$ cat src/rtl/conv_mac_stage_if.sv
// ---------------------------------------------------------------------------
// conv_mac_stage_if
//   Groups the FIFO read side, weight write port, result handshake and status
//   signals of conv_mac_stage into one bundle.
//
//   slave  modport : the MAC stage itself
//   master modport : whatever drives it (FIFO + control + result consumer)
//
//   Enable       control level, 1 = run windows
//   FifoReady    FIFO holds at least one readable word
//   FifoData     FIFO read data, valid the cycle after Pop
//   Pop          FIFO read strobe
//   W_Load       weight write strobe
//   W_Addr       weight index
//   W_Data       signed weight value
//   Result       signed window sum
//   ResultValid  Result holds a completed window
//   ResultReady  downstream accepts Result
//   Busy         stage is not idle
//   Test_Tap     accumulate counter, for observation
// ---------------------------------------------------------------------------
interface conv_mac_stage_if #(
  parameter int DataWidth   = 32,
  parameter int WeightWidth = 8,
  parameter int TapWidth    = 4,
  parameter int AccWidth    = 44
);
  logic                   Enable;
  logic                   FifoReady;
  logic [DataWidth-1:0]   FifoData;
  logic                   Pop;
  logic                   W_Load;
  logic [TapWidth-1:0]    W_Addr;
  logic [WeightWidth-1:0] W_Data;
  logic [AccWidth-1:0]    Result;
  logic                   ResultValid;
  logic                   ResultReady;
  logic                   Busy;
  logic [TapWidth-1:0]    Test_Tap;

  modport slave (
    input  Enable, FifoReady, FifoData, W_Load, W_Addr, W_Data, ResultReady,
    output Pop, Result, ResultValid, Busy, Test_Tap
  );

  modport master (
    output Enable, FifoReady, FifoData, W_Load, W_Addr, W_Data, ResultReady,
    input  Pop, Result, ResultValid, Busy, Test_Tap
  );
endinterface

$ cat src/rtl/conv_mac_stage.sv
// ---------------------------------------------------------------------------
// conv_mac_stage
//   Consumer of the convolution line FIFO. Each window pops KernelSize pixels,
//   multiplies each by its stored signed weight, accumulates, and presents the
//   signed window sum on a valid/ready output. Weights are written only while
//   the stage is idle.
//
//   Ports
//     clk   rising-edge clock
//     aclr  asynchronous reset, active-high
//     bus   conv_mac_stage_if.slave (FIFO read, weight write, result, status)
//
//   Build option
//     CONV_MAC_RELU_EN  when defined, the registered Result is max(sum, 0);
//                       otherwise the raw signed sum. Latency is identical.
// ---------------------------------------------------------------------------
module conv_mac_stage #(
  parameter int DataWidth   = 32,
  parameter int WeightWidth = 8,
  parameter int KernelSize  = 9,
  parameter int TapWidth    = 4,
  parameter int AccWidth    = 44
) (
  input  logic             clk,
  input  logic             aclr,
  conv_mac_stage_if.slave  bus
);

  localparam int ProdWidth = DataWidth + WeightWidth;
  localparam int WDepth    = 1 << TapWidth;

  // pop_cnt carries one extra bit so it can reach KernelSize even when
  // KernelSize == 2**TapWidth.
  localparam logic [TapWidth:0]   KLen  = (TapWidth+1)'(KernelSize);
  localparam logic [TapWidth-1:0] KLast = TapWidth'(KernelSize - 1);

  typedef enum logic [1:0] {
    S_IDLE,
    S_RUN,
    S_OUT
  } state_e;

  state_e                        state_q, state_d;
  logic [TapWidth:0]             pop_cnt_q, pop_cnt_d;
  logic [TapWidth-1:0]           acc_cnt_q, acc_cnt_d;
  logic signed [AccWidth-1:0]    acc_q, acc_d;
  logic                          inflight_q, inflight_d;
  logic [AccWidth-1:0]           result_q, result_d;
  logic                          result_valid_q, result_valid_d;
  logic [WeightWidth-1:0]        weight_q [WDepth];
  logic [WeightWidth-1:0]        weight_d [WDepth];

  logic                          pop;
  logic signed [ProdWidth-1:0]   pix_ext;
  logic signed [ProdWidth-1:0]   wt_ext;
  logic signed [ProdWidth-1:0]   product;
  logic signed [AccWidth-1:0]    window_sum;

  // Pop only while running and while the window still needs pixels.
  assign pop = (state_q == S_RUN) && bus.FifoReady && (pop_cnt_q < KLen);

  // Both operands are sign-extended to the full product width first, so the
  // truncated multiply result is the exact signed product.
  assign pix_ext    = ProdWidth'($signed(bus.FifoData));
  assign wt_ext     = ProdWidth'($signed(weight_q[acc_cnt_q]));
  assign product    = pix_ext * wt_ext;
  assign window_sum = acc_q + AccWidth'(product);

  // NOTE: every next-state variable takes its current value first, so no
  // path through the case leaves one unassigned and no latch is inferred.
  always_comb begin
    state_d        = state_q;
    pop_cnt_d      = pop_cnt_q;
    acc_cnt_d      = acc_cnt_q;
    acc_d          = acc_q;
    inflight_d     = pop;
    result_d       = result_q;
    result_valid_d = result_valid_q;
    weight_d       = weight_q;

    if (pop) begin
      pop_cnt_d = pop_cnt_q + 1'b1;
    end

    unique case (state_q)
      S_IDLE: begin
        if (bus.Enable) begin
          state_d = S_RUN;
        end
        if (bus.W_Load && ({1'b0, bus.W_Addr} < KLen)) begin
          weight_d[bus.W_Addr] = bus.W_Data;
        end
      end

      S_RUN: begin
        // Pixel popped last cycle is on FifoData now.
        if (inflight_q) begin
          if (acc_cnt_q == KLast) begin
`ifdef CONV_MAC_RELU_EN
            result_d = window_sum[AccWidth-1] ? '0 : window_sum;
`else
            result_d = window_sum;
`endif
            result_valid_d = 1'b1;
            acc_d          = '0;
            acc_cnt_d      = '0;
            pop_cnt_d      = '0;
            state_d        = S_OUT;
          end else begin
            acc_d     = window_sum;
            acc_cnt_d = acc_cnt_q + 1'b1;
          end
        end
      end

      S_OUT: begin
        // Enable is only looked at here, so a mid-window drop never cuts a
        // window short.
        if (bus.ResultReady) begin
          result_valid_d = 1'b0;
          state_d        = bus.Enable ? S_RUN : S_IDLE;
        end
      end

      default: begin
        state_d = S_IDLE;
      end
    endcase
  end

  // NOTE: sequential state uses non-blocking assignments only, so every
  // register samples the pre-edge values regardless of statement order.
  always_ff @(posedge clk or posedge aclr) begin
    if (aclr) begin
      state_q        <= S_IDLE;
      pop_cnt_q      <= '0;
      acc_cnt_q      <= '0;
      acc_q          <= '0;
      inflight_q     <= 1'b0;
      result_q       <= '0;
      result_valid_q <= 1'b0;
      // NOTE: the weight store is a small register file that must read as
      // zero after reset, so it is cleared here rather than left to a RAM.
      for (int i = 0; i < WDepth; i++) begin
        weight_q[i] <= '0;
      end
    end else begin
      state_q        <= state_d;
      pop_cnt_q      <= pop_cnt_d;
      acc_cnt_q      <= acc_cnt_d;
      acc_q          <= acc_d;
      inflight_q     <= inflight_d;
      result_q       <= result_d;
      result_valid_q <= result_valid_d;
      weight_q       <= weight_d;
    end
  end

  assign bus.Pop         = pop;
  assign bus.Result      = result_q;
  assign bus.ResultValid = result_valid_q;
  assign bus.Busy        = (state_q != S_IDLE);
  assign bus.Test_Tap    = acc_cnt_q;

endmodule

$ cat src/flat_wrapper.sv
// flat-port wrapper written by rule: the top's interface ports become plain ports
module conv_mac_stage_flat 
#(
  parameter int DataWidth   = 32,
  parameter int WeightWidth = 8,
  parameter int KernelSize  = 9,
  parameter int TapWidth    = 4,
  parameter int AccWidth    = 44
)
  (clk, aclr, bus_Enable, bus_FifoReady, bus_FifoData, bus_W_Load, bus_W_Addr, bus_W_Data, bus_ResultReady, bus_Pop, bus_Result, bus_ResultValid, bus_Busy, bus_Test_Tap);
  conv_mac_stage_if #(.DataWidth(DataWidth), .WeightWidth(WeightWidth), .TapWidth(TapWidth), .AccWidth(AccWidth)) bus_i ();
  input  logic clk;
  input  logic aclr;
  input wire logic [$bits(bus_i.Enable)-1:0] bus_Enable;
  input wire logic [$bits(bus_i.FifoReady)-1:0] bus_FifoReady;
  input wire logic [$bits(bus_i.FifoData)-1:0] bus_FifoData;
  input wire logic [$bits(bus_i.W_Load)-1:0] bus_W_Load;
  input wire logic [$bits(bus_i.W_Addr)-1:0] bus_W_Addr;
  input wire logic [$bits(bus_i.W_Data)-1:0] bus_W_Data;
  input wire logic [$bits(bus_i.ResultReady)-1:0] bus_ResultReady;
  output wire logic [$bits(bus_i.Pop)-1:0] bus_Pop;
  output wire logic [$bits(bus_i.Result)-1:0] bus_Result;
  output wire logic [$bits(bus_i.ResultValid)-1:0] bus_ResultValid;
  output wire logic [$bits(bus_i.Busy)-1:0] bus_Busy;
  output wire logic [$bits(bus_i.Test_Tap)-1:0] bus_Test_Tap;
  assign bus_i.Enable = bus_Enable;
  assign bus_i.FifoReady = bus_FifoReady;
  assign bus_i.FifoData = bus_FifoData;
  assign bus_i.W_Load = bus_W_Load;
  assign bus_i.W_Addr = bus_W_Addr;
  assign bus_i.W_Data = bus_W_Data;
  assign bus_i.ResultReady = bus_ResultReady;
  assign bus_Pop = bus_i.Pop;
  assign bus_Result = bus_i.Result;
  assign bus_ResultValid = bus_i.ResultValid;
  assign bus_Busy = bus_i.Busy;
  assign bus_Test_Tap = bus_i.Test_Tap;
  conv_mac_stage #(.DataWidth(DataWidth), .WeightWidth(WeightWidth), .KernelSize(KernelSize), .TapWidth(TapWidth), .AccWidth(AccWidth)) u_core (.clk(clk), .aclr(aclr), .bus(bus_i));
endmodule
$ cat config.mk
export PLATFORM = sky130hd
export DESIGN_NAME = conv_mac_stage_flat
export DESIGN_NICKNAME = d
export VERILOG_FILES = /design/src/rtl/conv_mac_stage_if.sv /design/src/rtl/conv_mac_stage.sv /design/src/flat_wrapper.sv
export SDC_FILE = /design/constraint.sdc
export NUM_CORES = 1
export LEC_CHECK = 0
export CAP_MARGIN = 20
export CORE_MARGIN = 1.5
export CORE_UTILIZATION = 50
export DETAILED_ROUTE_END_ITERATION = 7
export PLACE_DENSITY = 0.79
export REMOVE_ABC_BUFFERS = 1
export SLEW_MARGIN = 40
export SYNTH_ARGS = -nofsm -noshare
export SYNTH_HDL_FRONTEND = slang
export SYNTH_SLANG_ARGS = --single-unit
$ cat constraint.sdc
create_clock -name clk -period 11.4 [get_ports clk]
set_input_delay 2.85 -clock clk [delete_from_list [all_inputs] [get_ports clk]]
set_output_delay 2.85 -clock clk [all_outputs]
set_load 0.1 [all_outputs]
==> metrics.txt, run 1 <==
Crit. End Element flop; grt met1 use 33.2%; DRC Markers 0; Synth Register Bits 229; Synth Area in Compound Gates under 10%; WL final 44900 um; WL per Instance 19.4 um; RSZ-0062 raised after global routing no; # port buffers 100; post-layout net count 2186; met2 usage around two fifths; Hold Crit Class reg2reg; CP max FO 12; Vias 12.9k; count of boundary I/O pins between 100 and 150; Die H about 200 um; Max Root-Sink Buffers 3; synth cell count leaders fa_1, dfrtp_1, nand2_1, inv_1, and2_1; Slew @ Worst Pin 0.816 ns; Max Freq 120 MHz; worst hold margin about 0.37 ns; final setup margin slightly above 3 ns; Placement Setup Slack 2.57 ns; clk root buf clkbuf_16; Yosys warnings 0; async set-reset flop share out of synthesis 100%; core area ~38000 um^2; post_cts resized 0; CP startpoint kind input port; outcome finished, final reports clean; adder-cell share of the synthesized area 32.9%; TritonCTS clock tree built; area of the die 39700 um^2; cells on worst reg2reg path 20; Synth Area in Simple Gates 13.4%; row count 71; final worst-path cycle share 72.9%; CTS Buf Count 26; grt ovf 0; filler cell count in the final layout 3145; top_reg_cell synth dfrtp_1; initial drt markers 865; library cells used by synthesis 65; Initial Util 51.0%; normalized max-slew margin a little under half; sequential fraction of the synthesis area slightly below 30%; critical path required time 11.83 ns; Global Route Usage Sum 24.1%; htree depth 1; WS Path Type in2reg; final-report hold violation count 0; Area Overhead vs Synth 10.1%; dpl hpwl 32800 um; Mapped Cells 1771; dominant cell type by area after synthesis dfrtp_1; max_cap viols 0; hold_buf cts 0; number of enable flip-flop cells after synthesis 0; Via-to-Cell Ratio approximately 5.6; Worst Path Arrival 8.74 ns; synth top area cells dfrtp_1, fa_1, ha_1; Hold Path Depth 0; Clk Latency, worst-skew pair 0.56 ns; clk sinks 229; most common cell in the netlist fa_1; Max Slew Vio Count 0; Synth Area in XOR/XNOR 2.09%; DRT antenna net count 0; Pre-Repair DR Iteration Count 5; met3 usage 4.32%; fin crit period 8.31 ns; GPL Wtd Cong 0.893; largest family of logic cells by synthesized area adder cells; post-synthesis mux area share 9.47%; Final setup viols 0; Synth Area per Inst 10.9 um^2; share of the synthesized area in the top cell type between 20% and 30%; Post-CTS Setup Bufs 0; initial antenna violation count 0; Fin Setup TNS 0 ns; first-pass GRT wire length 74300 um; largest net degree at the start of global routing 146; Clk pin slew, worst setup/hold paths 0.06 ns; most used routing layer met2; synthesized area 19200 um^2; Die W 199 um; number of global-route vias before repair 14.1k; layout cells sized above 1 between 10 and 15%; clk_skew 0.0198 ns
[worst paths after layout]
kind                                   startpoint                     end  slack [ns]
min in group asynchronous                    aclr    u_core.bus.Result[3]        2.73
max                              bus_FifoData[31]   u_core.bus.Result[40]        3.09
min                           u_core.weight_q[10]     u_core.weight_q[10]        0.37
max reg2reg                u_core.bus.Test_Tap[0]   u_core.bus.Result[40]        3.49
max in group asynchronous                    aclr  u_core.bus.Test_Tap[0]        7.58
min reg2reg                   u_core.weight_q[10]     u_core.weight_q[10]        0.37
[cell usage in the layout, fill, tap and decap left out, types with 6 or more instances in the layout]
master / netlist / layout
fa_1: 256 / 256
dfrtp_1: 229 / 228
nand2_1: 226 / 225
inv_1: 189 / 188
and2_1: 160 / 160
ha_1: 97 / 97
mux2_2: 82 / 82
nor2_1: 71 / 68
buf_2: 15 / 51
clkdlybuf4s50_1: 0 / 49
o21ai_0: 48 / 48
mux4_2: 39 / 39
a21oi_1: 36 / 36
xnor2_1: 29 / 29
clkbuf_16: 0 / 26
xor2_1: 17 / 17
nand3_1: 13 / 13
o21ai_1: 14 / 12
a22o_1: 10 / 10
a21o_1: 10 / 10
nor2b_1: 10 / 9
nand2b_1: 8 / 8
nand4_1: 8 / 8
o22ai_1: 7 / 7
a31oi_1: 7 / 7
buf_4: 4 / 7
a211oi_1: 6 / 6
clkbuf_1: 102 / 6
[state kept, by name (all words and copies together) (netlist names)]
register and flops:
u_core.state_q 2, u_core.pop_cnt_q 5, u_core.bus.Result 44, u_core.acc_q 44, u_core.bus.Test_Tap 4, u_core.bus.ResultValid 1, u_core.weight_q 128, u_core.inflight_q 1
[cells by family (layout without fill, tap and decap cells)]
| kind of cell | Yosys count | after routing |
|---|---|---|
| AO/OA/AOI/OAI | 178 | 178 |
| XOR/XNOR | 46 | 46 |
| adder cells (fa/ha/maj) | 353 | 353 |
| buffers and inverters | 315 | 347 |
| flip-flops | 229 | 229 |
| multiplexers | 123 | 123 |
| other | 0 | 1 |
| AND/OR/NAND/NOR | 527 | 527 |
[critical path, stage by stage]
cell             delay (ns)
clkdlybuf4s50_1        0.61
nand2_1                0.49
inv_1                  0.27
fa_1                   0.47
fa_1                   0.50
fa_1                   0.56
fa_1                   0.41
ha_1                   0.28
ha_1                   0.37
a21o_1                 0.20
or4_1                  0.41
o22ai_1                0.23
o21ai_1                0.14
a41oi_2                0.25
nand3b_1               0.11
a21oi_1                0.18
xnor2_1                0.11
mux2_2                 0.28
[per-layer routing]
layer	part of all wire [%]	up-vias
met1	42	6689
met2	49	460
met3	7.0	75
met5	0	-
met4	2.6	0
li1	-	5706
[final cells by class]
| type | instances | area [um^2] | area share (%) |
|---|---|---|---|
| flip-flops and latches | 229 | 5730 | 27.0 |
| diodes | 1 | 2.50 | 0.0118 |
| clock buffers | 36 | 728 | 3.44 |
| clock inverters | 12 | 179 | 0.844 |
| repair buffers | 110 | 855 | 4.03 |
| well taps | 511 | 639 | 3.02 |
| multi-input cells | 1227 | 12300 | 58.2 |
| inverters | 189 | 722 | 3.41 |
[through the flow]
stage                     std cells  util [%]  instance area, um^2
after floorplan                1645         -                18700
after global placement         2264      54.2                20500
after detailed placement       2265      53.6                20200
after CTS                      2313      56.0                21100
after global routing           2314      56.1                21200
final                          2315      56.1                21200
Power of run 1 is not shown: default switching activity piles up to over one toggle a cycle in this logic, so the estimate is an artifact.
==> inputs of run 2 (changes only) <==
==> constraint.sdc (replaced) <==
create_clock -name clk -period 7.89 [get_ports clk]
set_input_delay 1.9725 -clock clk [delete_from_list [all_inputs] [get_ports clk]]
set_output_delay 1.9725 -clock clk [all_outputs]
set_load 0.1 [all_outputs]
==> metrics.txt, run 2 (synthesized netlist as in run 1, its figures left out) <==
TritonCTS clock tree built; DRC Markers 0 (unchanged); Die W 199 um (unchanged); count of boundary I/O pins 101 (unchanged); hold_buf cts 0 (unchanged); max_cap viols 0 (unchanged); Critical Path Most Common Cell fa_1; critical path cell sequence buf_4, mux4_2, mux4_2, and2_1, fa_1, fa_1, fa_1, fa_1, ha_1, ha_1, nand2_2, nor4_4, o2111ai_2, a31oi_4, a21oi_2, o311ai_1, a31oi_1, xnor2_1, o21ai_1; Area Overhead vs Synth 10.4%; commonest non-fill, non-tap cells in the layout fa_1, dfrtp_1, nand2_1, inv_1, and2_1; final worst-path cycle share 94.3%; htree depth 1 (unchanged); CP max FO 32 (+20); core area 37800 um^2 (unchanged); clk root buf clkbuf_16; GPL Wtd Cong 0.902 (+1.1%); Clk Latency, worst-skew pair 0.56 ns (about the same); first-pass GRT wire length 76100 um (+2.4%); Fin Setup TNS 0 ns (unchanged); Hold Crit Class reg2reg; Worst path max stage delay 0.80 ns (+0.19 ns); Clk pin slew, worst setup/hold paths 0.06 ns (about the same); Pre-Repair DR Iteration Count 5 (unchanged); Antenna Cells 0 (-1); Max Root-Sink Buffers 3 (unchanged); largest net degree at the start of global routing 100 (-32%); Max Freq 134 MHz; Crit. End Element flop; clk sinks 229 (unchanged); max reg flops 128 (unchanged); Global Route Usage Sum 24.4% (+0.37 points); WL per Instance 19.5 um (+0.62%); Die H 199 um (unchanged); outcome finished, final reports clean; fin crit period 7.44 ns; critical path required time 8.32 ns (-3.51 ns); # port buffers 100 (unchanged); Post-CTS Setup Bufs 0 (unchanged); WL final 45300 um (+0.83%); Max Slew Vio Count 0 (unchanged); WS Path Type reg2reg; cells on worst reg2reg path 19 (-5.0%); final-report hold violation count 0 (unchanged); initial antenna violation count 0 (unchanged); post-layout net count 2194 (+0.37%); Slew @ Worst Pin 0.852 ns (+0.0350 ns); Initial Util 51.0% (unchanged); commonest non-fill, non-tap cell in the layout fa_1; post_cts resized 0 (unchanged); clk_skew 0.0182 ns (-0.00160 ns); Worst Path Arrival 7.87 ns (-0.87 ns); area of the die 39700 um^2 (unchanged); layout cells sized above 1 14.3% (+0.45 points); CTS Buf Count 26 (unchanged); Vias 13.0k (+0.21%); dpl hpwl 33900 um (+3.2%); CP max-delay cell mux4_2; largest register by flop count u_core.weight_q; DRT antenna net count 0 (unchanged); Final setup viols 0 (unchanged); CP startpoint kind flop; RSZ-0062 raised after global routing no; Via-to-Cell Ratio 5.58 (about the same); Hold Path Depth 0 (unchanged); number of global-route vias before repair 14.5k (+2.7%); initial drt markers 704 (-19%); normalized max-slew margin 43.0% (-2.6 points); filler cell count in the final layout 3099 (-1.5%); row count 71 (unchanged); grt ovf 0 (unchanged)
run 2: cell count changes in the layout (fill, tap and decap cells not counted), moves of 2 or more:
cell	before	now
buf_4	7	12
clkbuf_8	5	7
clkbuf_1	6	3
buf_6	0	2
buf_12	0	2
run 2: through the flow:
stage               utilization, %  hold slack (ns)  instances  setup slack [ns]  area (um^2)
floorplan                        -            0.349       1645            -0.622        18700
global placement              54.4            0.360       2272             0.283        20500
detailed placement            53.8            0.362       2274             0.227        20300
CTS                           56.2            0.376       2320             0.366        21200
global route                  56.3            0.385       2320            0.0817        21200
finish                        56.3            0.371       2320             0.449        21200
run 2: layout make-up:
| type | instances | area, um^2 | share of cell area [%] |
|---|---|---|---|
| Clock buffer | 36 | 758 | 3.57 |
| Tap cell | 511 | 639 | 3.01 |
| Multi-Input combinational cell | 1227 | 12300 | 58.1 |
| Inverter | 189 | 717 | 3.37 |
| Timing Repair Buffer | 118 | 928 | 4.37 |
| Sequential cell | 229 | 5730 | 27.0 |
| Clock inverter | 10 | 134 | 0.630 |
run 2: worst paths after layout:
kind	from	to	slack, ns
min reg2reg	u_core.weight_q[1]	u_core.weight_q[1]	0.37
min	u_core.weight_q[1]	u_core.weight_q[1]	0.37
max reg2reg	u_core.bus.Test_Tap[0]	u_core.bus.Result[43]	0.45
max	u_core.bus.Test_Tap[0]	u_core.bus.Result[43]	0.45
max in group asynchronous	aclr	u_core.bus.Test_Tap[0]	4.78
min in group asynchronous	aclr	u_core.bus.Result[4]	1.95
run 2: metal layers:
layer	track usage, %	part of all wire, %	vias up
li1	-	-	5724
met1	35.1	45	6799
met2	40.4	48	373
met4	5.13	1.8	0
met5	0	0	-
met3	2.62	5.3	61
run 2: critical path, delay by kind of cell, from the launching register on:
kind	cells	cell delay, ns
mux	2	1.34
flops	1	0.61
buf+inv	1	0.30
compound gates	6	1.30
xor+xnor	1	0.25
simple gates	3	0.72
fa+ha+maj	6	2.74
Power of run 2 is left out for the same reason.
==> inputs of run 3 (changes only) <==
--- a/config.mk
+++ b/config.mk
@@ -6,12 +6,14 @@
 export NUM_CORES = 1
 export LEC_CHECK = 0
 export CAP_MARGIN = 20
+export CELL_PAD_IN_SITES_DETAIL_PLACEMENT = 0
+export CELL_PAD_IN_SITES_GLOBAL_PLACEMENT = 1
 export CORE_MARGIN = 1.5
 export CORE_UTILIZATION = 50
 export DETAILED_ROUTE_END_ITERATION = 7
-export PLACE_DENSITY = 0.79
-export REMOVE_ABC_BUFFERS = 1
+export PLACE_DENSITY = 0.93
 export SLEW_MARGIN = 40
 export SYNTH_ARGS = -nofsm -noshare
 export SYNTH_HDL_FRONTEND = slang
 export SYNTH_SLANG_ARGS = --single-unit
+export TNS_END_PERCENT = 1
==> metrics.txt, run 3 (synthesized netlist as in run 1, its figures left out) <==
count of boundary I/O pins 101 (unchanged); final setup margin 0.462 ns (+0.0129 ns); dpl hpwl 34100 um (+0.52%); Die W 199 um (unchanged); Vias 12.8k (-1.1%); Worst R2R End u_core.acc_q[37]; Max Freq 135 MHz (+0.17%); CTS Buf Count 24 (-7.7%); Clk pin slew, worst setup/hold paths 0.07 ns (about the same); Worst R2R Start u_core.bus.Test_Tap[0]; Hold Crit Class reg2reg; grt ovf 0 (unchanged); outcome finished, final reports clean; Post-CTS Setup Bufs 0 (unchanged); DRT antenna net count 0 (unchanged); max_cap viols 0 (unchanged); critical path required time 8.35 ns (+0.03 ns); WL final 46100 um (+1.7%); Antenna Cells 0 (unchanged); clk_skew 0.0149 ns (-0.00328 ns); Placement Setup Slack 0.174 ns (-0.0527 ns); Final Util 56.3% (about the same); CP max FO 17 (-47%); WL per Instance 19.9 um (+1.7%); Slew @ Worst Pin 0.929 ns (+0.0771 ns); commonest non-fill, non-tap cells in the layout fa_1, dfrtp_1, nand2_1, inv_1, and2_1; first-pass GRT wire length 74800 um (-1.8%); WHS Endpoint u_core.weight_q[4]; post-layout net count 2193 (-0.046%); final worst-path cycle share 94.1% (-0.16 points); Global Route Usage Sum 24.3% (-0.12 points); # port buffers 100 (unchanged); hold wc startpoint u_core.weight_q[4]; normalized max-slew margin 38.1% (-4.9 points); DRC Markers 0 (unchanged); cells on worst reg2reg path 20 (+1); largest register by flop count u_core.weight_q; number of global-route vias before repair 13.8k (-4.4%); htree depth 1 (unchanged); initial antenna violation count 1 (+1); CP startpoint kind flop; clk root buf clkbuf_16; RSZ-0062 raised after global routing no; Fin Setup TNS 0 ns (unchanged); Clk Latency, worst-skew pair 0.55 ns (about the same); area of the die 39700 um^2 (unchanged); initial drt markers 880 (+25%); layout cells sized above 1 14.1% (-0.16 points); filler cell count in the final layout 3136 (+1.2%); Final setup viols 0 (unchanged); Area Overhead vs Synth 10.4% (about the same); reg2reg setup slack 0.46 ns (about the same); Max Root-Sink Buffers 3 (unchanged); Hold Path Depth 0 (unchanged); Pre-Repair DR Iteration Count 5 (unchanged); Die H 199 um (unchanged); GPL Wtd Cong 0.929 (+3.0%); largest net degree at the start of global routing 103 (+3.0%); row count 71 (unchanged); clk sinks 229 (unchanged); Worst Path Arrival 7.89 ns (+0.02 ns); Cell Area, Placed 20400 um^2 (+0.23%); TritonCTS clock tree built; max reg flops 128 (unchanged); Synth Net Count 2174; post-route cell area 21200 um^2 (about the same); fin crit period 7.43 ns (-0.0129 ns); Initial Util 51.0% (unchanged); Max Slew Vio Count 0 (unchanged); final-report hold violation count 0 (unchanged); Via-to-Cell Ratio 5.53 (-1.0%); core area 37800 um^2 (unchanged); commonest non-fill, non-tap cell in the layout fa_1; Crit. End Element flop; WS Path Type reg2reg
-- run 3: cell types whose count changed in the layout (fill, tap and decap cells not counted), moves of 2 or more --
cell / change
buf_8: -2
buf_16: +2
buf_12: +2
clkinvlp_4: +2
clkbuf_16: -2
clkbuf_1: +2
-- run 3: per-stage QoR --
step / cells / hold WS [ns]
6_report: 2319 / 0.372
5_1_grt: 2319 / 0.384
4_1_cts: 2318 / 0.375
3_5_place_dp: 2274 / 0.362
3_3_place_gp: 2272 / 0.360
2_1_floorplan: 1771 / 0.424
-- run 3: how the worst max path moves through the flow --
stage                      startpoint                     to  slack [ns]  cells past startpoint
3_5_place_dp          bus_FifoData[6]  u_core.bus.Result[38]        0.17                     20
4_1_cts        u_core.bus.Test_Tap[0]  u_core.bus.Result[38]        0.36                     25
3_3_place_gp         bus_FifoData[13]       u_core.acc_q[43]        0.31                     18
5_1_grt        u_core.bus.Test_Tap[0]  u_core.bus.Result[38]        0.12                     25
6_report       u_core.bus.Test_Tap[0]       u_core.acc_q[37]        0.46                     20
2_1_floorplan  u_core.bus.Test_Tap[0]  u_core.bus.Result[40]        0.11                     22
-- run 3: layer usage --
layer,up-vias,global-route usage [%],share of wire [%]
met5,-,0,0
met4,0,5.86,2.5
met3,75,3.43,6.4
met2,450,40.3,48
met1,6588,34.0,43
li1,5707,-,-
-- run 3: worst max-delay path: stages (launching register included) --
cell and delay (ns):
dfrtp_4 0.61, buf_12 0.23, mux4_2 0.63, mux4_1 0.98, nand2_1 0.23, fa_1 0.44, inv_1 0.09, fa_1 0.44
fa_1 0.47, fa_1 0.49, ha_1 0.29, ha_1 0.41, and3_1 0.24, and4_1 0.29, nand3_1 0.14, a31oi_4 0.23
a21oi_1 0.17, o31ai_1 0.50, xor2_1 0.25, nand2_1 0.08, o21ai_1 0.10
-- run 3: layout make-up --
| class | instances | area [um^2] | area share (%) |
|---|---|---|---|
| clock buffers | 35 | 702 | 3.30 |
| clock inverters | 9 | 128 | 0.601 |
| inverters | 189 | 713 | 3.36 |
| multi-input cells | 1228 | 12300 | 58.1 |
| flip-flops and latches | 229 | 5740 | 27.0 |
| well taps | 511 | 639 | 3.01 |
| repair buffers | 118 | 975 | 4.59 |
-- run 3: what timing repair did --
item / in CTS / in global routing
hold buffers: 0 / 0
resized for setup: 0 / 1
setup endpoints to repair: 0 / 7
Power of run 3 is left out for the same reason.
